--- config.mk ---
export PLATFORM = sky130hd
export DESIGN_NAME = fifo_vc_umbral
export DESIGN_NICKNAME = d
export VERILOG_FILES = /design/src/rtl/fifo_vc_umbral.sv
export SDC_FILE = /design/constraint.sdc
export NUM_CORES = 1
export LEC_CHECK = 0
export ABC_AREA = 1
export CAP_MARGIN = 20
export CELL_PAD_IN_SITES_DETAIL_PLACEMENT = 1
export CELL_PAD_IN_SITES_GLOBAL_PLACEMENT = 2
export CORE_ASPECT_RATIO = 0.9
export CORE_MARGIN = 2
export CORE_UTILIZATION = 41
export CTS_CLUSTER_SIZE = 14
export DETAILED_ROUTE_END_ITERATION = 7
export GPL_TIMING_DRIVEN = 0
export MAX_ROUTING_LAYER = met4
export PLACE_DENSITY = 0.89
export SLEW_MARGIN = 0
export SYNTH_ARGS = -nofsm -noshare
export SYNTH_HDL_FRONTEND = slang
export SYNTH_SLANG_ARGS = --single-unit
export TNS_END_PERCENT = 50
--- constraint.sdc ---
create_clock -name clk -period 4.15 [get_ports clk]
set_clock_uncertainty 0.2 [all_clocks]
set_input_delay 0.83 -clock clk [delete_from_list [all_inputs] [get_ports clk]]
set_output_delay 0.83 -clock clk [all_outputs]
set_load 0.02 [all_outputs]
--- src/rtl/fifo_vc_umbral.sv ---
// Per-virtual-channel FIFO that reports occupancy status to the flow-control FSM.
// Almost-full and almost-empty levels come from the FSM's threshold byte umbral_VCFC.
module fifo_vc_umbral #(
   parameter int DATA_WIDTH = 6,
   parameter int ADDR_WIDTH = 4
) (
   input  logic                  clk,
   input  logic                  reset,
   input  logic                  push,
   input  logic [DATA_WIDTH-1:0] data_in,
   input  logic                  pop,
   input  logic [7:0]            umbral_VCFC,
   output logic [DATA_WIDTH-1:0] data_out,
   output logic                  valid_out,
   output logic                  FIFO_empty,
   output logic                  FIFO_full,
   output logic                  FIFO_almost_full,
   output logic                  FIFO_almost_empty,
   output logic                  FIFO_error,
   output logic [ADDR_WIDTH:0]   count
);

   localparam int                  DEPTH    = 1 << ADDR_WIDTH;
   localparam logic [ADDR_WIDTH:0] CNT_ONE  = 1;
   localparam logic [ADDR_WIDTH:0] CNT_FULL = DEPTH[ADDR_WIDTH:0];
   localparam logic [ADDR_WIDTH-1:0] PTR_ONE = 1;

   logic [DATA_WIDTH-1:0] mem [DEPTH];

   logic [ADDR_WIDTH-1:0] wr_ptr_reg;
   logic [ADDR_WIDTH-1:0] rd_ptr_reg;
   logic [ADDR_WIDTH:0]   count_reg;
   logic [ADDR_WIDTH:0]   count_next;
   logic [DATA_WIDTH-1:0] data_reg;
   logic                  valid_reg;
   logic                  error_reg;

   logic                  empty_flag;
   logic                  full_flag;
   logic                  push_ok;
   logic                  pop_ok;
   logic                  fault;
   logic [ADDR_WIDTH:0]   thr_full;
   logic [ADDR_WIDTH:0]   thr_empty;

   assign empty_flag = (count_reg == '0);
   assign full_flag  = (count_reg == CNT_FULL);

   // A push into a full FIFO is still taken when a pop frees the slot in the same cycle.
   assign push_ok = push && (!full_flag || pop);
   assign pop_ok  = pop && !empty_flag;
   assign fault   = (push && full_flag && !pop) || (pop && empty_flag);

   always_comb begin
      count_next = count_reg;
      if (push_ok && !pop_ok) begin
         count_next = count_reg + CNT_ONE;
      end else if (pop_ok && !push_ok) begin
         count_next = count_reg - CNT_ONE;
      end
   end

   // Storage is deliberately left out of reset so it maps onto block RAM.
   always_ff @(posedge clk) begin
      if (push_ok) begin
         mem[wr_ptr_reg] <= data_in;
      end
   end

   always_ff @(posedge clk or posedge reset) begin
      if (reset) begin
         wr_ptr_reg <= '0;
         rd_ptr_reg <= '0;
         count_reg  <= '0;
         data_reg   <= '0;
         valid_reg  <= 1'b0;
         error_reg  <= 1'b0;
      end else begin
         if (push_ok) begin
            wr_ptr_reg <= wr_ptr_reg + PTR_ONE;
         end
         if (pop_ok) begin
            rd_ptr_reg <= rd_ptr_reg + PTR_ONE;
            data_reg   <= mem[rd_ptr_reg];
         end
         valid_reg <= pop_ok;
         if (fault) begin
            error_reg <= 1'b1;
         end
         count_reg <= count_next;
      end
   end

   // Thresholds are applied combinationally so a new umbral_VCFC acts in the same cycle.
   assign thr_full  = {1'b0, umbral_VCFC[7:4]};
   assign thr_empty = {1'b0, umbral_VCFC[3:0]};

   assign data_out          = data_reg;
   assign valid_out         = valid_reg;
   assign count             = count_reg;
   assign FIFO_empty        = empty_flag;
   assign FIFO_full         = full_flag;
   assign FIFO_error        = error_reg;
   assign FIFO_almost_full  = (thr_full != '0) && (count_reg >= thr_full);
   assign FIFO_almost_empty = (count_reg <= thr_empty);

endmodule

==> reports/summary.txt <==
Fill cells -> 1,489
Initial Util -> 41.5%
# rows -> 40
RSZ-0062 raised after global routing -> no
Power Total -> 4720 µW
Synth top area share -> 52.6%
first-pass GRT wire length -> 23.2 mm
GRT Overall Usage -> 22.4%
layout cell share with drive strength beyond 1 -> 8.86%
drt first-iter violations -> 321
Critical Path Fanout Max -> 3
Synth area leader -> edfxtp_1
setup TNS -> 0 ps
Arr. time, crit path -> 2770 ps
Max VDD drop -> 369 µV
routed via count -> 3,893
CTS max path bufs -> 2
Worst-path clk slew -> 50 ps
post-CTS sizing -> 0
initial antenna violation count -> 0
Nets -> 644
Final Core Density -> 49.7%
Die X -> 126 µm
Largest register FFs -> 96
Worst Setup End Kind -> primary output
Setup Crit Path Kind -> in -> out
worst hold path class -> reg -> reg
Diodes inserted -> 0
Die Y -> 114 µm
clock sink total -> 117
static leakage -> 0.00292 µW
number of port buffers -> 34
Core ar. -> 13,200 µm²
Post-CTS Hold Buffers -> 0
CP required -> 3120 ps
Die ar. -> 14,300 µm²
status -> finished, final reports clean
Cell variety after synth -> 29
Final Hold Vio Count -> 0
clk root buf -> clkbuf_16
Max Fclk -> 263 MHz
Final Cycle Share -> 91.7%
Multi-input gate area -> 1570 µm²
Worst Max-Slew Pin Slew -> 912 ps
register area -> 3410 µm²
Synth Cell Area -> 5480 µm²
worst rel slew slack -> 39.1%
Placer Congestion -> 0.880
DRT Wirelength -> 14.3 mm
CP Launch Type -> primary input
Final Max Slew Viols -> 0
Remaining DRCs -> 0
register area share after synthesis -> 62.2%
Avg WL per Cell -> 18.2 µm
vias in the first global route -> 4,219
Final HPWL DP -> 10.0 mm
Congestion Overflow GR -> 0
clk_lat worst skew -> 420 ps
H-tree levels -> 4
Final setup viols -> 0
number of I/O pins -> 35
Setup Buffers After CTS -> 0
CTS tree -> done
largest cells by area after synthesis -> edfxtp_1, nand2_1, dfrtp_1, nand3_1, inv_1
Final ANT Viol Nets -> 0
Synth Instances -> 555
min Tclk post-route -> 3800 ps
yosys warns -> 0
syn_nets -> 591
vias per cell -> 4.93
First-pass DRT Iterations -> 4
Synth-to-Final Area Change -> 19.8%
TritonCTS buffer count -> 17
PwrDens -> 719 nW/µm²
max cap viols -> 0
number of synthesized register bits -> 117
largest net degree at the start of global routing -> 22
Synth Area per Inst -> 9.87 µm²
==> layer usage <==
| metal | share of wire [%] | wire [µm] | track usage, % | vias to the layer above |
|---|---|---|---|---|
| li1 | - | - | - | 1887 |
| met1 | 46 | 6540 | 27.6 | 1907 |
| met2 | 49 | 7040 | 36.4 | 69 |
| met3 | 3.3 | 467 | 4.97 | 30 |
| met4 | 2.1 | 301 | 8.79 | 0 |
| met5 | 0 | 0 | - | - |
==> layout by cell type, fill, tap and decap left out, types with 4 or more instances in the layout <==
| cell type | n |
|---|---|
| ha_1 | 17 |
| buf_6 | 4 |
| o21ai_0 | 8 |
| nor2_1 | 20 |
| clkbuf_8 | 5 |
| nand3_1 | 75 |
| inv_1 | 94 |
| clkbuf_1 | 7 |
| dfrtp_1 | 21 |
| clkbuf_16 | 17 |
| clkdlybuf4s50_1 | 34 |
| xor2_1 | 7 |
| inv_2 | 4 |
| nand2_1 | 169 |
| clkinv_2 | 4 |
| edfxtp_1 | 96 |
| a21oi_1 | 9 |
| buf_2 | 12 |
==> final timing paths <==
| check | slack [ps] | startpoint | end | cells past startpoint |
|---|---|---|---|---|
| setup reg to reg | 1250 | count[1] | count[4] | 13 |
| max in group asynchronous | 2470 | reset | data_out[4] | 2 |
| hold reg to reg | 280 | data_out[1] | data_out[1] | 2 |
| hold / removal | 280 | data_out[1] | data_out[1] | 2 |
| min in group asynchronous | 710 | reset | rd_ptr_reg[0] | 2 |
| setup / recovery | 350 | umbral_VCFC[3] | FIFO_almost_empty | 7 |
==> area by class of cell <==
cell class	instances	area share, %
Sequential cell	117	51.9
Multi-Input combinational cell	319	24.0
Clock buffer	27	7.81
Inverter	99	5.66
Timing Repair Buffer	34	5.18
Tap cell	168	3.20
Buffer	20	1.89
Clock inverter	5	0.362
==> critical path, cell delays in order <==
cell and delay, ps:
clkdlybuf4s50_1 470, inv_1 50, ha_1 320, a21oi_1 180, o21ai_0 140, a21oi_1 160
clkdlybuf4s50_1 620
==> cell families (layout without fill, tap and decap cells) <==
kind of cell	after synthesis	in the layout	share of synthesized area, %
AO/OA/AOI/OAI	22	22	2.42
XOR/XNOR	8	8	1.28
adder cells (fa/ha/maj)	18	18	4.25
buffers and inverters	119	185	9.05
flip-flops	117	117	62.2
AND/OR/NAND/NOR	271	271	20.8
==> through the flow <==
stage               setup WS (ps)  std cells  hold slack [ps]  area (µm²)
finish                        346        789              278        6570
global route                  287        789              291        6570
CTS                           350        789              280        6570
detailed placement            461        757              267        6030
global placement              489        757              260        6030
floorplan                    1400        555              311        5480
==> power by group <==
group | internal, µW | switching [µW] | total, µW
clock network | 834 | 490 | 1320
logic | 629 | 1150 | 1780
registers | 1470 | 143 | 1610
total | 2930 | 1790 | 4720
==> synth_stat cells (all sizes together) <==
cell	count
nand2	172
inv	98
edfxtp	96
nand3	75
nor2	22
dfrtp	21
buf	18
ha	17
a21oi	10
o21ai	10
xor2	7
clkbuf	2
a31oi	1
clkinv	1
fa	1
nand4	1
nor4	1
o211ai	1
xnor2	1
(Power assumes the default switching activity.)
==> edit 1: new RTL, same flow settings <==
Register the output `FIFO_error` once more, with the module's reset; this adds one clock of latency there. The other outputs are not delayed to match.
--- a/src/rtl/fifo_vc_umbral.sv
+++ b/src/rtl/fifo_vc_umbral.sv
@@ -100,7 +100,13 @@
    assign count             = count_reg;
    assign FIFO_empty        = empty_flag;
    assign FIFO_full         = full_flag;
-   assign FIFO_error        = error_reg;
+   always_ff @(posedge clk or posedge reset) begin
+      if (reset) begin
+         FIFO_error <= '0;
+      end else begin
+         FIFO_error <= error_reg;
+      end
+   end
    assign FIFO_almost_full  = (thr_full != '0) && (count_reg >= thr_full);
    assign FIFO_almost_empty = (count_reg <= thr_empty);
 
Check against the original RTL: not equivalent (a bounded check fails within 4 cycles, from zero or initial values and one cycle with reset high).
==> edit 1 against the unedited design <==
Utilization rose by 0.80 points. Synthesized cell count increased by 0.18%. Wire length rose by 2.2%. Total power grew 5.1%. Sequential cell count is 1 higher. Via count increased by 0.15%. Worst setup slack gained 49 ps. Final area up 1.6%. Synthesized area rose by 0.46%. Critical path type unchanged. Critical endpoint unchanged. Highest routed layer unchanged.
==> edit 1: results (changes against the unedited design) <==
Run status
  • Outcome: finished clean

GRT
  • Total GRT Usage: 22.7% (+0.27 points)
  • Number of global-route vias before repair: 4331 (+2.7%)
  • Met3 GRT Util: 5.30% (+0.33 points)
  • Pin count of the biggest net entering global routing: 23 (+4.5%)
  • Met2 Use GR: 37.2% (+0.88 points)
  • First-pass GRT wire length: 23.6 mm (+1.6%)
  • Met1 Use GR: 27.8% (+0.15 points)

Critical path
  • Crit-path max FO: 2 (-1)
  • Reg2reg path depth: 14 (+1)
  • Reg-to-Reg Start: count[2]
  • Critical path data arrival time: 2730 ps (-40 ps)
  • Reg2Reg Setup Slack: 1350 ps (+100 ps)
  • FF-to-FF End: count[4]
  • Crit. Startpoint: umbral_VCFC[1]
  • Worst Setup EP: FIFO_almost_empty

Route
  • Highest routed layer: met4
  • Met3 routed wirelength: 892 um (+91%)
  • Pre-Repair DR Iteration Count: 4 (unchanged)
  • Via density: 4.94 (about the same)
  • DR WL met2: 7.37 mm (+4.8%)
  • Iteration-0 DRC Markers: 240 (-25%)
  • M1 wire length: 6.18 mm (-5.5%)
  • WL per Instance: 18.6 um (+2.1%)
  • Overall routed net length: 14.7 mm (+2.2%)

Synth
  • Sequential area share after synthesis: 62.4% (+0.17 points)
  • Synth top area cells: edfxtp_1 (52%), nand2_1 (12%), dfrtp_1 (10%)
  • Async SR Flop Fraction: 18.6% (+0.70 points)
  • Synth top cells by count: nand2_1 (169), edfxtp_1 (96), inv_1 (94), nand3_1 (75), dfrtp_1 (22)
  • Total number of yosys warnings: 0 (unchanged)
  • Post-Syn Instances: 556 (+0.18%)
  • Syn Nets: 592 (+0.17%)
  • Post-synth EDFFs: 96 (unchanged)
  • Main synth FF type: edfxtp_1

Final layout
  • Final net count: 645 (+0.16%)
  • Number of diodes: 0 (unchanged)
  • Fraction of layout cells with a size suffix above 1: 9.32% (+0.47 points)

Placed design
  • DP Worst Slack: 433 ps (-27.4 ps)
  • Gp weighted congestion: 0.898 (+2.0%)
  • PortBufs: 34 (unchanged)
  • Placed wire-length estimate: 10.1 mm (+0.37%)
  • Placed cells: 758 (+0.13%)
  • Placement Cell Area: 0.00605 mm^2 (+0.42%)

Timing
  • Hold slack: 186 ps (-92.2 ps)
  • Worst relative slew slack: 36.3% (-2.8 points)
  • Final worst-path cycle share: 90.5% (-1.2 points)

Clocking
  • Setup repair bufs after CTS: 0 (unchanged)
  • Clock-pin slew on the worst setup and hold paths: 50 ps (about the same)
  • Post_cts resized: 0 (unchanged)
  • CTS root buffer: clkbuf_16
  • Clock tree buffer depth: 2 (unchanged)
  • Htree depth: 4 (unchanged)
  • Clk_lat worst skew: 420 ps (about the same)
  • CTS Buf Count: 17 (unchanged)

Min path
  • Hold Path Class: reg2reg

Power and ir drop
  • Max VDD drop: 0.370 mV (+0.18%)
  • Internal: 3.14 mW (+7.2%)
  • Leakage: 2.96 nW (+1.5%)
## edit 1: cell types whose count changed after synthesis
cell / unedited run / this run
dfrtp_1: 21 / 22
## edit 1: power by group through the flow
| stage | Sequential [mW] | Combinational, mW | Clock, mW |
|---|---|---|---|
| after global placement | 1.64 | 1.70 | 0 |
| after CTS | 1.63 | 1.82 | 1.55 |
| after global routing | 1.65 | 2.01 | 1.61 |
| after detailed placement | 1.65 | 1.78 | 0 |
| after floorplan | 1.68 | 1.09 | 0 |
| final | 1.63 | 1.80 | 1.53 |
## edit 1: cell families after synthesis
family,synth area share (%)
AOI/OAI and AO/OA,2.41
buffers and inverters,9.00
DFF,62.4
adders and majority gates,4.23
and+or+nand+nor,20.7
xor gates and xnor gates,1.27
## edit 1: stage by stage
stage,utilization (%),power [mW]
floorplan,-,2.77
global placement,45.8,3.34
detailed placement,45.8,3.43
CTS,50.5,5.00
global route,50.5,5.27
finish,50.5,4.96
## edit 1: worst min path at each step
| stage | from | cells after the start | endpoint |
|---|---|---|---|
| 2_1_floorplan | error_reg | 0 | FIFO_error |
| 3_3_place_gp | error_reg | 0 | FIFO_error |
| 3_5_place_dp | error_reg | 0 | FIFO_error |
| 4_1_cts | error_reg | 0 | FIFO_error |
| 5_1_grt | error_reg | 0 | FIFO_error |
| 6_report | error_reg | 0 | FIFO_error |
## edit 1: final cells by class
type | count | area [um^2]
buffer | 20 | 124
clock buffer | 22 | 464
clock inverter | 10 | 153
fill | 1467 | 6540
inverter | 99 | 372
multi-input combinational | 319 | 1570
sequential | 118 | 3430
tap | 168 | 210
timing repair buffer | 34 | 340
## edit 1: worst max-delay path, stage by stage
cell             delay [ps]
clkdlybuf4s50_1         450
inv_1                    50
ha_1                    320
a21oi_1                 190
o21ai_0                 100
a21oi_1                 150
clkdlybuf4s50_1         630
==> edit 2: new RTL, same settings <==
Without the edit above. Set the parameter `DATA_WIDTH` to 12 (it was 6).
--- a/src/rtl/fifo_vc_umbral.sv
+++ b/src/rtl/fifo_vc_umbral.sv
@@ -1,7 +1,7 @@
 // Per-virtual-channel FIFO that reports occupancy status to the flow-control FSM.
 // Almost-full and almost-empty levels come from the FSM's threshold byte umbral_VCFC.
 module fifo_vc_umbral #(
-   parameter int DATA_WIDTH = 6,
+   parameter int DATA_WIDTH = 12,
    parameter int ADDR_WIDTH = 4
 ) (
    input  logic                  clk,
Ports: changed (resized data_in and data_out); port bits go from 35 to 47. The function was not compared with the original's and may differ.
==> edit 2 against the unedited design <==
Utilization is 0.78 points lower. Count of clock-buffer cells in the layout is 3 higher. Synthesized area is 79% higher. Wire length is 95% higher. First-iteration DRC count is 29% higher. Worst setup slack better by 130 ps. Fmax is 3.7% higher. Global-route usage is 0.99 points higher. Total power is 69% higher. Critical path depth is 1 higher. Final area is 74% higher. Sequential cell count is 102 higher.
==> edit 2: results (changes against the unedited design) <==
Clocking
  • Setup repair bufs after CTS: 0 (unchanged)
  • Clk_lat worst skew: 510 ps (+90 ps)
  • Clock tree buffer depth: 3 (+1)
  • Htree depth: 1 (-3)
  • CTS Buf Count: 23 (+6)

Placed design
  • Gp weighted congestion: 0.826 (-6.2%)
  • Placed cells: 1323 (+75%)
  • Placed wire-length estimate: 19.4 mm (+94%)
  • PortBufs: 46 (+35%)

GRT
  • Pin count of the biggest net entering global routing: 19 (-14%)
  • Total GRT Usage: 23.4% (+0.99 points)
  • Grt ovf: 0 (unchanged)
  • Number of global-route vias before repair: 7254 (+72%)
  • First-pass GRT wire length: 42.6 mm (+84%)

Critical path
  • Worst Setup EP: FIFO_almost_full
  • CP max stage cell: clkdlybuf4s50_1
  • Crit-path max FO: 2 (-1)
  • Reg2Reg Setup Slack: 1200 ps (-50 ps)
  • Critical path data arrival time: 2640 ps (-130 ps)
  • Reg2reg path depth: 15 (+2)
  • Crit. Startpoint: umbral_VCFC[5]
  • Crit path largest cell delay: 550 ps (-70 ps)

Synth
  • Post-synth EDFFs: 192 (+100%)
  • Synth top cells by count: nand2_1 (314), edfxtp_1 (192), inv_1 (167), nand3_1 (146), dfrtp_1 (27)
  • Synth top area cells: edfxtp_1 (59%), nand2_1 (12%), nand3_1 (7.5%)
  • Synthesized area per cell: 10.1 um^2 (+2.6%)
  • Yosys cell types: 28 (-3.4%)
  • Syn Nets: 1008 (+71%)
  • Async SR Flop Fraction: 12.3% (-5.6 points)
  • Sequential area share after synthesis: 65.9% (+3.7 points)

Power and ir drop
  • Leakage: 5.02 nW (+72%)
  • Max VDD drop: 0.422 mV (+14%)
  • Sw Share: 39.5% (+1.7 points)

Final layout
  • Cell Count, Final, Fillers Out: 1368 (+73%)
  • Largest register FFs: 192 (+100%)
  • Final net count: 1094 (+70%)
  • Fraction of layout cells with a size suffix above 1: 7.79% (-1.1 points)

Route
  • Iteration-0 DRC Markers: 413 (+29%)
  • Pre-Repair DR Iteration Count: 5 (+1)
  • Overall routed net length: 27.9 mm (+95%)
  • Via density: 5.05 (+2.3%)

Min path
  • Worst Hold Launch: data_out[0]
  • Hold Path Class: reg2reg

Run status
  • Outcome: finished clean

Timing
  • Slew @ Worst Pin: 1080 ps (+165 ps)
==> edit 2: cell count changes in the layout (fill, tap and decap cells not counted), moves of 9 or more <==
cell	delta
buf_6	+10
clkdlybuf4s50_1	+12
nand3_1	+71
inv_1	+73
clkbuf_1	+9
nand2_1	+145
edfxtp_1	+96
buf_4	+10
==> edit 2: per-layer routing <==
layer | global-route usage (%) | vias up | part of all wire (%)
met5 | - | - | 0
met4 | 8.41 | 0 | 3.8
met3 | 2.79 | 53 | 4.2
met2 | 37.7 | 169 | 47
met1 | 31.0 | 3408 | 45
li1 | - | 3276 | -
==> edit 2: stage by stage <==
step	cell area [um^2]	setup slack, ps	hold WS [ps]	utilization (%)
final	11400	480	280	48.9
after global routing	11400	295	316	48.9
after CTS	11400	462	285	48.7
after detailed placement	10700	463	268	45.8
after global placement	10600	485	264	45.4
after floorplan	9780	1390	294	-
==> edit 2: how the worst min path moves through the flow <==
stage | slack (ps) | endpoint | depth (start not counted)
floorplan | 290 | wr_ptr_reg[0] | 1
global placement | 260 | FIFO_error | 2
detailed placement | 270 | data_out[0] | 2
CTS | 290 | data_out[0] | 2
global route | 320 | data_out[1] | 2
finish | 280 | data_out[0] | 2
==> edit 2: worst max-delay path: cells and delay by family <==
kind            cells  cell delay, ps
buf+inv             3            1080
compound gates      3             390
simple gates        1              50
fa+ha+maj           1             280
==> edit 2: cells by family (layout without fill, tap and decap cells) <==
group / Yosys count / after routing / synth area share, %
XOR/XNOR: 8 / 8 / 0.717
adder cells (fa/ha/maj): 18 / 18 / 2.38
buffers and inverters: 213 / 313 / 9.07
AO/OA/AOI/OAI: 21 / 21 / 1.23
AND/OR/NAND/NOR: 487 / 487 / 20.7
flip-flops: 219 / 219 / 65.9
==> edit 2: power by group through the flow <==
stage / sequential, mW / combinational, mW / clock, mW
floorplan: 2.99 / 1.80 / 0
global placement: 2.92 / 3.02 / 0
detailed placement: 2.93 / 3.13 / 0
CTS: 2.89 / 3.16 / 1.93
global route: 2.92 / 3.48 / 2.02
finish: 2.89 / 3.15 / 1.91
==> edit 2: cell type report <==
| type | count | area, um^2 |
|---|---|---|
| multi-input cells | 534 | 2450 |
| inverters | 171 | 644 |
| clock inverters | 9 | 65.1 |
| well taps | 302 | 378 |
| plain buffers | 42 | 243 |
| repair buffers | 61 | 627 |
| clock buffers | 30 | 602 |
| flip-flops and latches | 219 | 6440 |
| fillers | 2598 | 12000 |
